===== src/rtl/booth_mult_pkg.sv =====
// Shared types and helpers for the radix-2 Booth sequential multiplier.
package booth_mult_pkg;

    typedef enum logic [1:0] {
        IDLE = 2'd0,
        BUSY = 2'd1,
        DONE = 2'd2
    } state_t;

    typedef enum logic [1:0] {
        NOP = 2'd0,
        ADD = 2'd1,
        SUB = 2'd2
    } booth_op_t;

    // Step counter width for a given operand width.
    function automatic int unsigned cnt_width(input int unsigned width);
        return $clog2(width) + 1;
    endfunction

    // Radix-2 Booth recoding of the pair {b[i], b[i-1]}.
    function automatic booth_op_t booth_decode(input logic [1:0] pair);
        case (pair)
            2'b01:   return ADD;
            2'b10:   return SUB;
            default: return NOP;
        endcase
    endfunction

endpackage


===== src/rtl/booth_step.sv =====
// One radix-2 Booth step: acc +/- (sign-extended a << cnt), carry out dropped.
module booth_step
    import booth_mult_pkg::*;
#(
    parameter int unsigned WIDTH = 32,
    parameter int unsigned CNT_W = cnt_width(WIDTH)
) (
    input  logic [2*WIDTH-1:0] acc,
    input  logic [WIDTH-1:0]   a,
    input  logic [CNT_W-1:0]   cnt,
    input  logic [1:0]         pair,
    output logic [2*WIDTH-1:0] acc_next
);

    logic [2*WIDTH-1:0] addend;

    assign addend = {{WIDTH{a[WIDTH-1]}}, a} << cnt;

    // Apply the recoded operation to the accumulator.
    always_comb begin
        acc_next = acc;
        case (booth_decode(pair))
            ADD:     acc_next = acc + addend;
            SUB:     acc_next = acc - addend;
            default: acc_next = acc;
        endcase
    end

endmodule


===== src/rtl/booth_mult_seq.sv =====
// Iterative radix-2 Booth signed multiplier with valid/ready on both sides.
// Optional macro BOOTH_EARLY_TERM_EN: finish as soon as the remaining
// multiplier bits are all equal (data-dependent latency, same results).
module booth_mult_seq
    import booth_mult_pkg::*;
#(
    parameter int unsigned WIDTH = 32,
    parameter int unsigned CNT_W = cnt_width(WIDTH)
) (
    input  logic                 clk,
    input  logic                 rst,
    input  logic                 in_valid,
    output logic                 in_ready,
    input  logic [WIDTH-1:0]     a,
    input  logic [WIDTH-1:0]     b,
    output logic                 out_valid,
    input  logic                 out_ready,
    output logic [2*WIDTH-1:0]   product,
    output logic                 ovf
);

    state_t             state;
    logic [WIDTH-1:0]   a_r;
    logic [WIDTH-1:0]   b_sh;      // b arithmetically shifted right by cnt
    logic               guard;     // b[cnt-1], 0 on the first step
    logic [2*WIDTH-1:0] acc;
    logic [CNT_W-1:0]   cnt;
    logic [2*WIDTH-1:0] acc_next;
    logic [WIDTH:0]     acc_hi;
    logic               last_step;
    logic               finish;
    logic               accept;

    booth_step #(
        .WIDTH (WIDTH),
        .CNT_W (CNT_W)
    ) u_step (
        .acc      (acc),
        .a        (a_r),
        .cnt      (cnt),
        .pair     ({b_sh[0], guard}),
        .acc_next (acc_next)
    );

    // Operands are taken in IDLE, or in DONE when the product is consumed the same edge.
    assign in_ready  = !rst && ((state == IDLE) || ((state == DONE) && out_ready));
    assign accept    = in_valid && in_ready;
    assign last_step = (cnt == CNT_W'(WIDTH - 1));
    assign acc_hi    = acc_next[2*WIDTH-1:WIDTH-1];

`ifdef BOOTH_EARLY_TERM_EN
    // Remaining multiplier bits all equal: every further step is a no-op.
    assign finish = last_step || (b_sh == '0) || (b_sh == '1);
`else
    assign finish = last_step;
`endif

    // Control FSM, step counter and registered result.
    always_ff @(posedge clk) begin
        if (rst) begin
            state     <= IDLE;
            product   <= '0;
            ovf       <= 1'b0;
            out_valid <= 1'b0;
            a_r       <= '0;
            b_sh      <= '0;
            guard     <= 1'b0;
            acc       <= '0;
            cnt       <= '0;
        end else begin
            case (state)
                IDLE: begin
                    if (accept) begin
                        a_r   <= a;
                        b_sh  <= b;
                        guard <= 1'b0;
                        acc   <= '0;
                        cnt   <= '0;
                        state <= BUSY;
                    end
                end
                BUSY: begin
                    acc   <= acc_next;
                    cnt   <= cnt + CNT_W'(1);
                    guard <= b_sh[0];
                    b_sh  <= {b_sh[WIDTH-1], b_sh[WIDTH-1:1]};
                    if (finish) begin
                        product   <= acc_next;
                        ovf       <= !((acc_hi == '0) || (acc_hi == '1));
                        out_valid <= 1'b1;
                        state     <= DONE;
                    end
                end
                DONE: begin
                    if (out_ready) begin
                        out_valid <= 1'b0;
                        if (in_valid) begin
                            a_r   <= a;
                            b_sh  <= b;
                            guard <= 1'b0;
                            acc   <= '0;
                            cnt   <= '0;
                            state <= BUSY;
                        end else begin
                            state <= IDLE;
                        end
                    end
                end
                default: state <= IDLE;
            endcase
        end
    end

endmodule


===== config.mk =====
export PLATFORM = sky130hd
export DESIGN_NAME = booth_mult_seq
export DESIGN_NICKNAME = d
export VERILOG_FILES = /design/src/rtl/booth_mult_pkg.sv /design/src/rtl/booth_step.sv /design/src/rtl/booth_mult_seq.sv
export SDC_FILE = /design/constraint.sdc
export NUM_CORES = 1
export LEC_CHECK = 0
export CAP_MARGIN = 20
export CORE_MARGIN = 8
export CORE_UTILIZATION = 50
export DETAILED_ROUTE_END_ITERATION = 12
export PLACE_DENSITY = 0.68
export SYNTH_ARGS = -nofsm -noshare
export SYNTH_HDL_FRONTEND = slang
export SYNTH_SLANG_ARGS = --single-unit

===== constraint.sdc =====
create_clock -name clk -period 7.2 [get_ports clk]
set_input_delay 1.44 -clock clk [delete_from_list [all_inputs] [get_ports clk]]
set_output_delay 1.44 -clock clk [all_outputs]
set_load 0.02 [all_outputs]

==> results of run 1 <==
-- layer usage --
metal	share of wire, %	GRT usage (%)	routed length [um]
met4	7.0	21.6	5620
met5	0	0	0
met1	40	43.1	32200
met2	46	57.2	36800
met3	7.3	5.58	5900
-- layout make-up --
cell class	instances	area share (%)
timing repair buffer	478	17.4
sequential	203	17.4
tap	474	2.54
inverter	35	0.562
multi-input combinational	2178	58.8
clock buffer	28	2.76
clock inverter	12	0.471
-- cells in the final DEF (no fill, tap or decap), types with 9 or more instances in the layout --
master / synthesis / routed
nor2_1: 371 / 370
nand2_1: 359 / 359
buf_4: 3 / 332
a21oi_1: 259 / 258
dfxtp_1: 203 / 199
o21ai_0: 136 / 134
clkdlybuf4s50_1: 0 / 133
nand3_1: 74 / 73
nor3_1: 73 / 72
ha_1: 66 / 65
a31oi_1: 63 / 63
xnor2_1: 61 / 61
mux2i_1: 61 / 60
a211oi_1: 52 / 52
xor2_1: 44 / 44
inv_1: 34 / 34
mux4_2: 34 / 34
nand4_1: 34 / 34
mux2_2: 31 / 31
a311oi_1: 31 / 31
and2_1: 29 / 29
nand2b_1: 28 / 27
a21o_1: 25 / 25
o211ai_1: 25 / 25
clkbuf_16: 0 / 25
o21a_1: 21 / 21
nor2b_1: 21 / 20
nor4_1: 22 / 19
and3_1: 20 / 19
o22ai_1: 18 / 18
o221ai_1: 13 / 12
o21bai_1: 11 / 11
or2_2: 11 / 11
a211o_1: 11 / 11
o31ai_1: 12 / 11
o31a_1: 10 / 10
or3_1: 10 / 10
buf_12: 1 / 9
-- sequential cells by signal, indices dropped and copies added (netlist names) --
name	cells
state	2
acc	64
product	64
guard	1
ovf	1
cnt	6
b_sh	32
out_valid	1
a_r	32
-- stage by stage --
stage	power (W)	setup slack [ps]	cells	hold WS, ps	utilization, %
final	0.00393	249	3408	460	62.8
after global routing	0.00410	14.8	3408	487	62.8
after CTS	0.00388	37.9	3397	461	62.2
after detailed placement	0.00270	8.70	3357	450	60.2
after global placement	0.00268	192	3357	443	60.2
after floorplan	0.00211	597	2621	437	-
-- where the power goes --
| group | internal (W) | total, W | switching (W) |
|---|---|---|---|
| Combinational | 0.000641 | 0.00154 | 0.000900 |
| Clock | 0.000680 | 0.00119 | 0.000512 |
| Sequential | 0.00116 | 0.00120 | 0.0000398 |
-- worst max-delay path by stage --
stage | slack (ps) | start | endpoint
global placement | 190 | cnt[1]$_SDFFE_PP0P_ | ovf$_SDFFE_PP0P_
global route | 10 | cnt[1]$_SDFFE_PP0P_ | ovf$_SDFFE_PP0P_
floorplan | 600 | cnt[1]$_SDFFE_PP0P_ | ovf$_SDFFE_PP0P_
CTS | 40 | cnt[1]$_SDFFE_PP0P_ | ovf$_SDFFE_PP0P_
finish | 250 | cnt[1]$_SDFFE_PP0P_ | ovf$_SDFFE_PP0P_
detailed placement | 9 | cnt[1]$_SDFFE_PP0P_ | ovf$_SDFFE_PP0P_
-- kinds of logic after synthesis --
logic type / count (synthesis)
fa+ha+maj: 67
simple gates: 1083
xor+xnor: 105
mux: 129
compound gates: 794
flops: 203
buf+inv: 240
-- what timing repair did --
action,in CTS,in global routing
pin swaps,0,4
setup buffers,0,8
gates cloned,0,1
gates resized for setup,2,19
endpoints found under the setup margin,1,9
-- critical path, cell delays in order, from the launching register on --
cell and delay [ps]:
dfxtp_4 430, buf_12 120, mux4_2 550, a22oi_2 240, nand3_2 100, or3_4 400, a2111o_1 460, a2111oi_4 450
and4b_1 290, and3_1 200, inv_1 100, buf_4 140, nor3_1 170, buf_4 160, a21oi_1 70, xnor2_1 160
ha_1 320, a21oi_1 190, o211ai_1 120, a41o_1 280, a21oi_1 160, or3b_2 480, and3_1 190, o31a_1 290
nor4b_1 280, nand4_1 150, nor4_2 250, o31ai_1 90
==> PnR_summary.wiki, run 1 <==
{| class="wikitable"
! Metric !! Value
|-
| Result of the run || completed
|-
| Total number of vias || 22016
|-
| Max Transition Viols Final || 0
|-
| Placed wire-length estimate after detailed placement || 63500 um
|-
| Iteration-0 DRC Markers || 2495
|-
| Total negative slack for setup checks || 0 ps
|-
| Syn Area/Cell || 7.13 sq um
|-
| Critical path peak fanout || 9
|-
| Fmax || 144 MHz
|-
| Most frequently used cell type in the post-synthesis netlist || nor2_1
|-
| Mapped cell area || 18700 sq um
|-
| Routed Wire Length || 80500 um
|-
| Row cnt || 71
|-
| Final design area excluding fillers || 23400 sq um
|-
| Final setup viols || 0
|-
| Combinational family with the most area after synthesis || compound AO/OA/AOI/OAI gates
|-
| Setup repair after global routing missed its margin || false
|-
| CTS root buf || clkbuf_16
|-
| Clock network latency to the later pin of the worst-skew pair || 540 ps
|-
| Most used standard cells in the synthesized netlist || nor2_1 (371), nand2_1 (359), a21oi_1 (259)
|-
| Capture instance of the worst register-to-register path || ovf$_SDFFE_PP0P_
|-
| Arithmetic-cell share of the synthesized area counting full adders, half adders and majority gates || 4.53%
|-
| Yosys warnings || 0
|-
| Number of global-route vias before repair || 20994
|-
| Maximum number of pins on one net before global-route repair || 88
|-
| Global placement routability congestion || 1.06
|-
| Layout overhead on the synthesized area || 25.2%
|-
| Total clock sinks || 203
|-
| Startpoint class of the critical path || flip-flop
|-
| Fraction of layout instances using a drive strength above 1 || 17.4%
|-
| Post-route minimum period || 6950 ps
|-
| Routed WL per cell || 23.6 um
|-
| Core Box Area || 37200 sq um
|-
| Top FF cell, synth || dfxtp_1
|-
| Reg clk slew, reported paths || 60 ps
|-
| Starting utilization of the core area || 50.2%
|-
| Mapped Nets || 2756
|-
| First-pass detailed-route iteration total || 7
|-
| Portion of the post-synthesis area used by sequential elements || 21.7%
|-
| Origin of the worst min-delay path || b_sh[31]$_SDFFE_PP0P_
|-
| Worst reg2reg path startpoint || cnt[1]$_SDFFE_PP0P_
|-
| Sequential cell area || 4080 sq um
|-
| I/O Pins || 135
|-
| Gate count after technology mapping || 2621
|-
| Number of hold-slack violations in the final timing report || 0
|-
| EDFF count, synth || 0
|-
| H-tree lvl count || 1
|-
| Port Buf Inserts || 134
|-
| Min-Delay Path Depth || 2
|-
| Fill cell instance count of the final layout || 3331
|-
| Proportion of netlist area held by the largest area contributor || 21.7%
|-
| Vertical die dimension || 209 um
|-
| Area of combinational cells with multiple inputs || 13800 sq um
|-
| # Max-Cap Violations || 0
|-
| Data arrival time at the worst-slack endpoint || 7370 ps
|-
| Leak || 8.99 nW
|-
| Layout net count || 3054
|-
| Actual slew at the worst max-slew pin || 1060 ps
|-
| Count of antenna diodes in the layout || 0
|-
| P per Cell Area || 168 nW/um^2
|-
| Worst setup path category || reg -> reg
|-
| Worst min-delay path class || reg -> reg
|-
| Global route total overflow || 0
|-
| Wire length of the first global-routing pass || 123000 um
|-
| Most area-consuming cells after synthesis || dfxtp_1 (22%), nor2_1 (7.5%), nand2_1 (7.2%)
|-
| Worst setup skew after layout || 21.8 ps
|-
| Crit path capture type || flip-flop
|-
| Distinct cell type count of the synthesized netlist || 96
|-
| Antenna violation net count after detailed routing || 0
|-
| DIE AREA || 43800 sq um
|-
| Maximum vdd drop || 0.170 mV
|-
| Share of synthesized flip-flops with an asynchronous set or reset || 0%
|-
| Share of synthesized area spent on multiplexers || 9.53%
|-
| Setup slack on the worst flop-to-flop path || 250 ps
|-
| DRC violations left || 0
|-
| Post-Place Cell Area || 22400 sq um
|-
| Die width || 209 um
|-
| Initial antenna violation count || 0
|-
| Overall fraction of global-route tracks in use || 35.1%
|-
| Parity-gate share of the synthesized area counting xor and xnor cells || 4.92%
|-
| Basic-gate share of the synthesized area counting and, or, nand and nor cells || 26.2%
|-
| Synthesized flop and latch total || 203
|-
| CTS tree || built
|-
| Reg2Reg Depth || 27
|-
| Data required time of the critical path || 7620 ps
|-
| Bufs on Longest Clock Path || 3
|-
| Compound-Gate Fraction of Synth Area || 27.8%
|-
| Part of the cycle the worst path needs || 96.5%
|-
| WHS Endpoint || b_sh[31]$_SDFFE_PP0P_
|-
| Inserted Clock Buffers || 23
|-
| Hold buffer count at cts || 0
|-
| Synth area leader || dfxtp_1
|-
| DR vias/cell || 6.46
|-
| Max_slew headroom || 29.0%
|}
(Power assumes the default switching activity.)
==> run 2: changes to the inputs <==
--- a/config.mk
+++ b/config.mk
@@ -6,10 +6,12 @@
 export NUM_CORES = 1
 export LEC_CHECK = 0
 export CAP_MARGIN = 20
+export CELL_PAD_IN_SITES_DETAIL_PLACEMENT = 0
+export CELL_PAD_IN_SITES_GLOBAL_PLACEMENT = 2
 export CORE_MARGIN = 8
-export CORE_UTILIZATION = 50
+export CORE_UTILIZATION = 35
 export DETAILED_ROUTE_END_ITERATION = 12
-export PLACE_DENSITY = 0.68
+export PLACE_DENSITY = 0.8
 export SYNTH_ARGS = -nofsm -noshare
 export SYNTH_HDL_FRONTEND = slang
 export SYNTH_SLANG_ARGS = --single-unit
==> PnR_summary.wiki, run 2 (synthesis gave the netlist of run 1 again) <==
{| class="wikitable"
! Metric !! Value
|-
| Inserted Clock Buffers || 25
|-
| Initial antenna violation count || 0
|-
| Number of global-route vias before repair || 20609
|-
| Data arrival time at the worst-slack endpoint || 7350 ps
|-
| Startpoint class of the critical path || flip-flop
|-
| Routed length on met2 || 41100 um
|-
| Detailed-routed wire length on met3 || 4130 um
|-
| Maximum number of pins on one net before global-route repair || 106
|-
| Most frequent standard cell in the layout excluding fill and tap cells || nor2_1
|-
| Critical path peak fanout || 18
|-
| Layout overhead on the synthesized area || 27.4%
|-
| Routed metal-1 wirelength || 36700 um
|-
| Count of buffering cells on the critical path with inverters included || 6
|-
| Global route total overflow || 0
|-
| Bufs on Longest Clock Path || 3
|-
| Core Box Area || 52700 sq um
|-
| Total negative slack for setup checks || 0 ps
|-
| Number of hold-slack violations in the final timing report || 0
|-
| Wire length of the first global-routing pass || 129000 um
|-
| Final setup viols || 0
|-
| Port Buf Inserts || 134
|-
| Hold slack || 458 ps
|-
| DRC violations left || 0
|-
| Layout net count || 3041
|-
| Most used cells in the layout excluding fill and tap cells || nor2_1 (369), nand2_1 (359), buf_4 (315)
|-
| Hold buffer count at cts || 0
|-
| Clock network latency to the later pin of the worst-skew pair || 560 ps
|-
| Part of the cycle the worst path needs || 95.8%
|-
| Worst reg2reg path startpoint || cnt[1]$_SDFFE_PP0P_
|-
| Result of the run || completed
|-
| Fill cell instance count of the final layout || 5524
|-
| Regs by FF count || acc (64), product (64)
|-
| Slowest cell on the critical path || nor4_2
|-
| Worst min-delay path class || reg -> reg
|-
| Worst setup skew after layout || 23.0 ps
|-
| Total clock sinks || 203
|-
| Vertical die dimension || 247 um
|-
| Maximum vdd drop || 0.202 mV
|-
| First-pass detailed-route iteration total || 7
|-
| Largest stage delay on the critical path || 760 ps
|-
| I/O Pins || 135
|-
| Worst setup path category || reg -> reg
|-
| Comb pwr share || 38.0%
|-
| Max_slew headroom || 29.0%
|-
| Sequential Power Share || 29.3%
|-
| Global placement routability congestion || 0.975
|-
| Antenna violation net count after detailed routing || 0
|-
| Crit path capture type || flip-flop
|-
| CTS root buf || clkbuf_16
|-
| Max Transition Viols Final || 0
|-
| Origin of the worst min-delay path || product[45]$_SDFFE_PP0P_
|-
| Clk network pwr share || 32.7%
|-
| Iteration-0 DRC Markers || 1660
|-
| # Max-Cap Violations || 0
|-
| Routed Wire Length || 86200 um
|-
| Int Pwr || 0.00260 W
|-
| Placed instance count || 3555
|-
| Min-Delay Path Depth || 2
|-
| Reg2Reg Depth || 27
|-
| Placed wire-length estimate after detailed placement || 69000 um
|-
| Routed WL per cell || 23.9 um
|-
| P per Cell Area || 171 nW/um^2
|-
| Fmax || 145 MHz
|-
| Setup slack on the worst flop-to-flop path || 300 ps
|-
| CP delay by family, top || compound AO/OA/AOI/OAI gates
|-
| Number of cells in the finished layout apart from fillers || 3614
|-
| Die width || 247 um
|-
| Psw || 0.00148 W
|-
| Leak || 8.99 nW
|-
| H-tree lvl count || 1
|-
| Data required time of the critical path || 7650 ps
|-
| Most Frequent Cell on Critical Path || buf_4
|-
| Fraction of layout instances using a drive strength above 1 || 17.7%
|-
| Post-route minimum period || 6900 ps
|-
| Actual slew at the worst max-slew pin || 1060 ps
|-
| Total number of vias || 21227
|-
| Row cnt || 84
|-
| CTS tree || built
|-
| WHS Endpoint || product[45]$_SDFFE_PP0P_
|-
| DR vias/cell || 5.87
|-
| Reg clk slew, reported paths || 60 ps
|-
| DIE AREA || 61000 sq um
|-
| Switching Fraction || 36.3%
|-
| Starting utilization of the core area || 35.5%
|-
| Overall fraction of global-route tracks in use || 27.2%
|-
| Highest metal used || met4
|-
| Capture instance of the worst register-to-register path || ovf$_SDFFE_PP0P_
|}
## run 2: changes by cell type in the layout (fill, tap and decap cells not counted), moves of 3 or more
cell and change:
buf_4 -17, a21oi_2 +3, mux2i_1 -3, a21oi_1 -3, clkbuf_1 +4, clkbuf_8 +3
a221oi_2 +3
## run 2: worst max path at each step
stage | from | end | slack (ps) | depth (start not counted)
2_1_floorplan | cnt[1]$_SDFFE_PP0P_ | ovf$_SDFFE_PP0P_ | 600 | 26
3_3_place_gp | cnt[3]$_SDFFE_PP0P_ | ovf$_SDFFE_PP0P_ | -100 | 27
3_5_place_dp | cnt[3]$_SDFFE_PP0P_ | ovf$_SDFFE_PP0P_ | -50 | 27
4_1_cts | cnt[1]$_SDFFE_PP0P_ | ovf$_SDFFE_PP0P_ | 30 | 27
5_1_grt | cnt[1]$_SDFFE_PP0P_ | ovf$_SDFFE_PP0P_ | -10 | 33
6_report | cnt[1]$_SDFFE_PP0P_ | ovf$_SDFFE_PP0P_ | 300 | 27
## run 2: layout make-up
| cell class | count | area, sq um | share of cell area [%] |
|---|---|---|---|
| inverter | 35 | 131 | 0.552 |
| clock inverter | 10 | 133 | 0.557 |
| antenna | 1 | 2.50 | 0.0105 |
| clock buffer | 36 | 727 | 3.05 |
| tap | 688 | 861 | 3.62 |
| sequential | 203 | 4070 | 17.1 |
| timing repair buffer | 463 | 3980 | 16.7 |
| multi-input combinational | 2178 | 13900 | 58.4 |
## run 2: metal layers
| metal | track usage (%) | up-vias |
|---|---|---|
| met5 | 0 | - |
| met2 | 46.7 | 707 |
| met1 | 34.2 | 10190 |
| met4 | 11.6 | 0 |
| met3 | 2.79 | 174 |
| li1 | - | 10156 |
## run 2: what timing repair did
item,CTS,global route
endpoints found under the hold margin,0,0
setup endpoints to repair,1,10
buffers inserted,0,10
gates cloned,0,2
pin swaps,1,12
resized for setup,8,44
## run 2: worst register-to-register path, cell delays in order (launching register included)
cell	delay (ps)
dfxtp_4	350
buf_12	140
buf_4	150
clkbuf_16	190
mux2i_1	190
o22ai_1	470
nor3_1	140
nor4_2	760
a31o_2	260
nand4bb_4	220
o21ai_0	120
xor2_1	360
buf_4	210
ha_1	320
a21oi_1	200
o21ai_0	120
a211oi_2	280
o21ai_0	210
buf_4	190
buf_4	140
o31a_1	330
a2111oi_2	410
nor3_2	120
a21boi_0	140
and4_1	210
and4_1	180
and4_4	170
o31ai_1	240
## run 2: metrics by stage
step / power (W) / instance area, sq um / util [%] / setup WS [ps]
finish: 0.00408 / 23800 / 45.2 / 303
global route: 0.00428 / 23800 / 45.2 / -14.1
CTS: 0.00408 / 23500 / 44.6 / 29.3
detailed placement: 0.00272 / 22600 / 42.8 / -52.0
global placement: 0.00272 / 22600 / 42.8 / -100
floorplan: 0.00211 / 18700 / - / 597
## run 2: power by group through the flow
stage	clock (W)	sequential [W]	combinational, W
floorplan	0	0.00120	0.000906
CTS	0.00137	0.00120	0.00151
global route	0.00141	0.00120	0.00167
global placement	0	0.00122	0.00150
detailed placement	0	0.00122	0.00150
finish	0.00133	0.00120	0.00155
